### config.mk
export PLATFORM = sky130hd
export DESIGN_NAME = rv32_cpu_cp_bitmanip_ser_flat
export DESIGN_NICKNAME = d
export VERILOG_FILES = /design/src/rtl/rv32_cpu_cp_bitmanip_ser_if.sv /design/src/rtl/rv32_cpu_cp_bitmanip_ser.sv /design/src/flat_wrapper.sv
export SDC_FILE = /design/constraint.sdc
export NUM_CORES = 1
export LEC_CHECK = 0
export ABC_AREA = 1
export BUFFER_PORTS_ARGS = -buffer_cell sky130_fd_sc_hd__buf_2
export CAP_MARGIN = 15
export CORE_MARGIN = 1
export CORE_UTILIZATION = 27
export CTS_BUF_LIST = sky130_fd_sc_hd__clkbuf_8
export CTS_CLUSTER_DIAMETER = 60
export DETAILED_ROUTE_END_ITERATION = 12
export SYNTH_ARGS = -nofsm -noshare
export SYNTH_HDL_FRONTEND = slang
export SYNTH_SLANG_ARGS = --single-unit
### constraint.sdc
create_clock -name i_clk -period 1.98 [get_ports i_clk]
set_clock_uncertainty 0.05 [all_clocks]
set_input_delay 0.396 -clock i_clk [delete_from_list [all_inputs] [get_ports i_clk]]
set_output_delay 0.396 -clock i_clk [all_outputs]
set_load 0.05 [all_outputs]
### src/rtl/rv32_cpu_cp_bitmanip_ser_if.sv
// Start/operand/result bundle between the RV32 ALU co-processor slot and the
// serial bit-manipulation unit.
interface rv32_cpu_cp_bitmanip_ser_if #(
  parameter int XLEN = 32
);
  logic            i_start;
  logic            i_cpu_trap;
  logic [2:0]      i_op;
  logic [XLEN-1:0] i_rs1;
  logic [4:0]      i_shamt;
  logic [XLEN-1:0] o_res;
  logic            o_valid;

  // ALU side: issues starts and operands, collects the strobed result.
  modport master (
    output i_start, i_cpu_trap, i_op, i_rs1, i_shamt,
    input  o_res, o_valid
  );

  // Co-processor side.
  modport slave (
    input  i_start, i_cpu_trap, i_op, i_rs1, i_shamt,
    output o_res, o_valid
  );
endinterface

### src/rtl/rv32_cpu_cp_bitmanip_ser.sv
// Serial CLZ/CTZ/CPOP/ROL/ROR co-processor: one bit step per clock, result
// strobed for one cycle from the DONE state and zero otherwise.
module rv32_cpu_cp_bitmanip_ser #(
  parameter int XLEN = 32
) (
  input  logic                         i_clk,
  input  logic                         i_rst,
  rv32_cpu_cp_bitmanip_ser_if.slave    bus
);

  typedef enum logic [1:0] {
    ST_IDLE,
    ST_BUSY,
    ST_DONE
  } state_e;

  typedef enum logic [2:0] {
    OP_CLZ  = 3'b000,
    OP_CTZ  = 3'b001,
    OP_CPOP = 3'b010,
    OP_ROL  = 3'b011,
    OP_ROR  = 3'b100
  } op_e;

  state_e          state, state_d;
  logic [XLEN-1:0] sreg, sreg_d;
  logic [2:0]      op, op_d;
  logic [5:0]      cnt, cnt_d;
  logic [4:0]      rem, rem_d;
  logic [4:0]      step, step_d;
  logic [XLEN-1:0] result;

  // NOTE: sequential state uses non-blocking assignments only, so every
  // register samples the pre-edge values computed by the comb block below.
  always_ff @(posedge i_clk or posedge i_rst) begin
    if (i_rst) begin
      state <= ST_IDLE;
      sreg  <= '0;
      op    <= '0;
      cnt   <= '0;
      rem   <= '0;
      step  <= '0;
    end else begin
      state <= state_d;
      sreg  <= sreg_d;
      op    <= op_d;
      cnt   <= cnt_d;
      rem   <= rem_d;
      step  <= step_d;
    end
  end

  // NOTE: every comb output holds its current value by default before any
  // branch, so no path leaves a signal unassigned and no latch is inferred.
  always_comb begin
    state_d = state;
    sreg_d  = sreg;
    op_d    = op;
    cnt_d   = cnt;
    rem_d   = rem;
    step_d  = step;

    unique case (state)
      ST_IDLE: begin
        if (bus.i_start) begin
          sreg_d  = bus.i_rs1;
          op_d    = bus.i_op;
          cnt_d   = '0;
          rem_d   = bus.i_shamt;
          step_d  = '0;
          state_d = ST_BUSY;
        end
      end

      ST_BUSY: begin
        if (bus.i_cpu_trap) begin
          state_d = ST_IDLE;
        end else begin
          case (op)
            OP_CLZ: begin
              if (sreg[XLEN-1]) begin
                state_d = ST_DONE;
              end else begin
                sreg_d = sreg << 1;
                cnt_d  = cnt + 6'd1;
                if (cnt == 6'd31) state_d = ST_DONE;
              end
            end

            OP_CTZ: begin
              if (sreg[0]) begin
                state_d = ST_DONE;
              end else begin
                sreg_d = sreg >> 1;
                cnt_d  = cnt + 6'd1;
                if (cnt == 6'd31) state_d = ST_DONE;
              end
            end

            OP_CPOP: begin
              // Fixed 32 steps: the 5-bit step counter terminates on its wrap.
              cnt_d  = cnt + {5'd0, sreg[0]};
              sreg_d = sreg >> 1;
              step_d = step + 5'd1;
              if (step == 5'd31) state_d = ST_DONE;
            end

            OP_ROL: begin
              if (rem == 5'd0) begin
                state_d = ST_DONE;
              end else begin
                sreg_d = {sreg[XLEN-2:0], sreg[XLEN-1]};
                rem_d  = rem - 5'd1;
                if (rem == 5'd1) state_d = ST_DONE;
              end
            end

            OP_ROR: begin
              if (rem == 5'd0) begin
                state_d = ST_DONE;
              end else begin
                sreg_d = {sreg[0], sreg[XLEN-1:1]};
                rem_d  = rem - 5'd1;
                if (rem == 5'd1) state_d = ST_DONE;
              end
            end

            default: state_d = ST_DONE;
          endcase
        end
      end

      ST_DONE: state_d = ST_IDLE;

      default: state_d = ST_IDLE;
    endcase
  end

  // Result is decoded from registered state only and zero outside DONE, so
  // it can be OR-combined with the other co-processors' results.
  always_comb begin
    result = '0;
    if (state == ST_DONE) begin
      case (op)
        OP_CLZ, OP_CTZ, OP_CPOP: result = XLEN'(cnt);
        OP_ROL, OP_ROR:          result = sreg;
        default:                 result = '0;
      endcase
    end
  end

  assign bus.o_res   = result;
  assign bus.o_valid = (state == ST_DONE);

endmodule

### src/flat_wrapper.sv
// flat-port wrapper written by rule: the top's interface ports become plain ports
module rv32_cpu_cp_bitmanip_ser_flat 
#(
  parameter int XLEN = 32
)
  (i_clk, i_rst, bus_i_start, bus_i_cpu_trap, bus_i_op, bus_i_rs1, bus_i_shamt, bus_o_res, bus_o_valid);
  rv32_cpu_cp_bitmanip_ser_if #(.XLEN(XLEN)) bus_i ();
  input  logic i_clk;
  input  logic i_rst;
  input wire logic [$bits(bus_i.i_start)-1:0] bus_i_start;
  input wire logic [$bits(bus_i.i_cpu_trap)-1:0] bus_i_cpu_trap;
  input wire logic [$bits(bus_i.i_op)-1:0] bus_i_op;
  input wire logic [$bits(bus_i.i_rs1)-1:0] bus_i_rs1;
  input wire logic [$bits(bus_i.i_shamt)-1:0] bus_i_shamt;
  output wire logic [$bits(bus_i.o_res)-1:0] bus_o_res;
  output wire logic [$bits(bus_i.o_valid)-1:0] bus_o_valid;
  assign bus_i.i_start = bus_i_start;
  assign bus_i.i_cpu_trap = bus_i_cpu_trap;
  assign bus_i.i_op = bus_i_op;
  assign bus_i.i_rs1 = bus_i_rs1;
  assign bus_i.i_shamt = bus_i_shamt;
  assign bus_o_res = bus_i.o_res;
  assign bus_o_valid = bus_i.o_valid;
  rv32_cpu_cp_bitmanip_ser #(.XLEN(XLEN)) u_core (.i_clk(i_clk), .i_rst(i_rst), .bus(bus_i));
endmodule
# Word level (Yosys, flattened, before mapping)
# Cells that the tools add are included.
op_classes:
  add_sub_neg: 4
  n_eq_ne: 22
  n_mux: 35
  n_reduce_logical: 14
ops:
  columns: ["cell", "n"]
  rows:
  - ["32-bit two-way mux", 7]
  - ["32-bit case mux with 5 select lines", 1]
  - ["32-bit case mux with 2 select lines", 2]
  - ["5-bit two-way mux", 7]
  - ["6-bit two-way mux", 4]
  - ["5-bit case mux with 2 select lines", 2]
  - ["6-bit case mux with 3 select lines", 1]
  - ["2-bit two-way mux", 8]
  - ["7-bit AND reduction", 2]
  - ["3-bit != test, second input constant", 4]
  - ["6-bit case mux with 2 select lines", 1]
  - ["2-bit != test, second input constant", 5]
  - ["2-bit case mux with 4 select lines", 1]
  - ["8-bit AND reduction", 1]
  - ["6-bit by 1-bit adder with 6-bit output", 1]
  - ["6-bit by 1-bit adder with 6-bit output, second input constant", 1]
  - ["3-bit by 2-bit equality test with 1-bit output, second input constant", 2]
  - ["6-bit by 5-bit equality test with 1-bit output, second input constant", 1]
  - ["6-bit by 5-bit != test with 1-bit output, second input constant", 1]
  - ["6-bit AND reduction", 1]
  - ["5-bit by 1-bit adder with 5-bit output, second input constant", 1]
  - ["5-bit by 1-bit equality test with 1-bit output, second input constant", 1]
  - ["5-bit equality test, second input constant", 1]
  - ["5-bit zero test", 1]
  - ["18 further kinds", 18]
word_totals:
  ff_bits: 53
  in_bits: 44
  elab_cells: 83

# Logic depth before layout (Yosys ltp)
logic_depth:
  ltp_word: 6
  depth_mapped: 12
  ltp_nobuf: 11

# Least setup slack after synthesis
# Ideal clock, no wire load.
synth_path:
  path_kind: "reg-to-output"
  start: "register u_core.state[1]"
  end: "output port bus_o_res[27]"
  arrival_time_ns: 2.724
  required_time_ns: 1.534
  slack_ns: -1.190
  stages_incl_launch_ff: 6
  path_buffers: 1
  path_cell_list: "dfrtp_1 -> inv_1 -> nor2_1 -> inv_1 -> clkbuf_1 -> nor3_1"
synth_between:
  elab_chain_cells: 2
synth_lines:
  columns: ["item", "line", "rtl"]
  rows:
  - ["from (decl)", "rv32_cpu_cp_bitmanip_ser.sv:25", "state_e state, state_d;"]
  - ["from (signal assigned)", "rv32_cpu_cp_bitmanip_ser.sv:44", "state <= state_d;"]
  - ["2-bit equality test", null, null]
  - ["named net bus_o_valid", "flat_wrapper.sv:16", "output wire logic [$bits(bus_i.o_valid)-1:0] bus_o_valid;"]
  - ["32-bit two-way mux", "rv32_cpu_cp_bitmanip_ser.sv:143", "if (state == ST_DONE) begin"]
  - ["to (decl)", "flat_wrapper.sv:15", "output wire logic [$bits(bus_i.o_res)-1:0] bus_o_res;"]
# The timed path passes the listed nets, and every way through them passes these cells.

# Worst setup path after layout
layout_path:
  start: "register u_core.op[1]"
  end: "output port bus_o_res[3]"
layout_between:
  elab_chain_cells: 4
  elab_cells_between_ends: 9
layout_lines:
  columns: ["item", "line", "rtl"]
  rows:
  - ["from (decl)", "rv32_cpu_cp_bitmanip_ser.sv:27", "logic [2:0] op, op_d;"]
  - ["from (signal assigned)", "rv32_cpu_cp_bitmanip_ser.sv:46", "op <= op_d;"]
  - ["3-bit by 1-bit equality test with 1-bit output, or another cell as far along", "rv32_cpu_cp_bitmanip_ser.sv:144", "case (op)"]
  - ["3-bit OR reduction or 2-bit OR reduction (tied branches)", null, null]
  - ["32-bit case mux with 2 select lines *", "rv32_cpu_cp_bitmanip_ser.sv:144", null]
  - ["32-bit two-way mux *", "rv32_cpu_cp_bitmanip_ser.sv:143", null]
# Every way passes the cells marked *; elsewhere a longest branch is shown, timed or not.

==> run metrics <==
status=complete, but fails checks; failing checks=negative setup slack; Reg area=around 1300 sq um; vias in the first global route=around 5200; Root Buffer Master=clkbuf_8; critical path capture point type=primary output; Setup TNS=-3720 ps; antenna cells=0; RSZ-0062 raised after global routing=yes; slowest stage delay, CP=460 ps; Max Transition Viols Final=0; final WL=around 16 mm; largest net degree at the start of global routing=between 50 and 60; wire length per cell=13.7 microns; GRT overflow=0; highest clock rate=472 MHz; Area Overhead vs Synth=36.1%; Setup Crit Path Kind=register to primary output; Cell variety after synth=31; initial drt markers=404; clock sinks=53; CP max FO=9; Fill cells=1883; maximum vdd drop=0.680 mV; slowest cell on the critical path=dfrtp_2; CP Depth=7; setup slack at placement=37.9 ps; Slew HR=0.756; Starting Density=0.280; Multi-input gate area=3470 sq um; fin nets=1026; Power Dens Cells=between 1000 and 1500 nW/um^2; number of setup violations in the final report=32; arrival time at the worst endpoint=~1700 ps; Die Span Y=around 140 microns; die width=137 microns; P_leak=3.49 nW; IO buf count=76; final design utilization=0.381; number of vias in the routed layout=5694; final std cells w/o fill=1201; final worst setup slack=-139 ps; clk_lat worst skew=340 ps; Total Power=9.45 mW; initial antenna violation count=0; crit-path cells=buf_4, nand3_4, nand2_8, buf_6, a22oi_2, nor2_4, buf_6; fin crit period=2120 ps; Core Rows=48; syn_area_per_cell=around 5.6 sq um; Seq/Total Area, Yosys=0.271; DP HPWL=11.4 mm; Synthesized Nets=931; R2R depth=12; Tcrit/Tclk final=1.07; commonest cells after routing, fill and taps aside=nand2_1 (339), nor2_1 (135), nand3_1 (99); layout cells sized above 1=0.223; most utilized layer in the global route result=met2; htree depth=2; I/O pins=77; HP Class=primary input to async pin; Clock transition at path regs=about 100 ps; CTS Hold Bufs=0; Synth Warn #=0; die area=approximately 19000 sq um; Max-Cap Viols=0; CP Launch Type=register; Num CTS Buffers=5; WP buf/inv=3; GR Util met2=0.302; Placer Congestion=0.831; Worst path top cell family by delay=flip-flops; post-route ant nets=0; Global Route Usage Sum=0.186; DR vias/cell=4.74; most common cell after layout, fill and taps aside=nand2_1; global-route wire length before repair=27.2 mm; DRT Pass-1 Iters=4; Tightest Pin Transition=~370 ps; Core ar.=17500 sq um; Mapped Area=roughly 5000 sq um; Max clock buf depth=2; met1 Use GR=0.260; most frequent CP cell=buf_6; DP Cell Count=1184; Final Hold Vio Count=0; FF+latch count, synth=53; DR DRC count=0; CTS tree=built; Data required, critical path=around 1500 ps; GR met3 Demand/Resource=0.0241; Syn Inst Count=880
-- sequential cells by signal (all words and copies together) (netlist names) --
signal        count
u_core.rem        5
u_core.state      2
u_core.step       5
u_core.cnt        6
u_core.op         3
u_core.sreg      32
-- power by group --
group / internal (mW) / switching (mW) / total (mW)
clock: 0.242 / 0.419 / 0.661
sequential: 1.53 / 0.634 / 2.16
combinational: 2.24 / 4.38 / 6.63
-- tightest hold or removal path: stages --
cell and delay, ps:
buf_2 100, inv_2 60, buf_12 280
-- cell families after synthesis --
family / Yosys count / synth area share
compound gates: 41 / 0.0479
xor+xnor: 8 / 0.0143
fa+ha+maj: 7 / 0.0179
buf+inv: 137 / 0.114
flops: 53 / 0.271
simple gates: 634 / 0.534
-- cell type report --
cell class	instances	area share
tap	225	0.0423
inverter	88	0.0534
clock inverter	3	0.00207
clock buffer	5	0.0103
sequential	53	0.200
multi-input combinational	690	0.522
timing repair buffer	137	0.170
-- path summary, 6_finish.rpt --
check	startpoint	to	slack, ps
worst min register to register	u_core.step[3]	u_core.step[3]	500
worst max register to register	u_core.op[0]	u_core.cnt[4]	110
max in group asynchronous	i_rst	u_core.op[2]	1550
worst max-delay path	u_core.op[1]	bus_o_res[3]	-140
worst min-delay path	i_rst	u_core.cnt[2]	40
min in group i_clk	bus_i_op[0]	u_core.op[0]	250
-- stage by stage --
| step | cell area [sq um] | hold slack, ps |
|---|---|---|
| 2_1_floorplan | 5340 | 409 |
| 3_3_place_gp | 6140 | 425 |
| 3_5_place_dp | 6140 | 429 |
| 4_1_cts | 6490 | 46.7 |
| 5_1_grt | 6650 | 64.2 |
| 6_report | 6650 | 44.8 |
-- layer usage --
metal / share of wire / vias up
met3: 0.049 / 12
met4: 0.012 / 0
met5: 0 / -
li1: - / 2908
met1: 0.48 / 2618
met2: 0.46 / 156
-- cell usage after synthesis --
library cell  instances  area share
a21oi_1               4      0.0041
nand2_2               1      0.0013
inv_2                 3      0.0023
ha_1                  7       0.018
nand2_1             345        0.26
o31ai_1               2      0.0031
o21ai_1               1      0.0010
xor2_1                6       0.011
a22oi_1               6      0.0092
inv_1                84       0.064
buf_4                 6      0.0092
buf_2                18       0.018
o211ai_1              1      0.0015
dfrtp_1              53        0.27
xnor2_1               2      0.0036
nand3_1             102        0.10
clkinv_1              1     0.00077
nor2_1              144        0.11
and3_1                1      0.0013
a21boi_0              1      0.0015
nand4_1               4      0.0051
or2_2                 1      0.0013
clkbuf_1             22       0.017
o22ai_1               1      0.0013
nor2_2                4      0.0051
nor2_8                2      0.0082
nor3_1               29       0.030
buf_1                 3      0.0023
o21ai_0              24       0.025
nor2_4                1      0.0023
a21boi_1              1      0.0015
-- what timing repair did --
action                                 CTS  global route
setup buffers                            5             4
gates resized for setup                 72            34
pin swaps                                3             6
endpoints found under the hold margin    0             0
setup endpoints to repair               32            68
No activity file was read; power rests on OpenSTA's default activity.
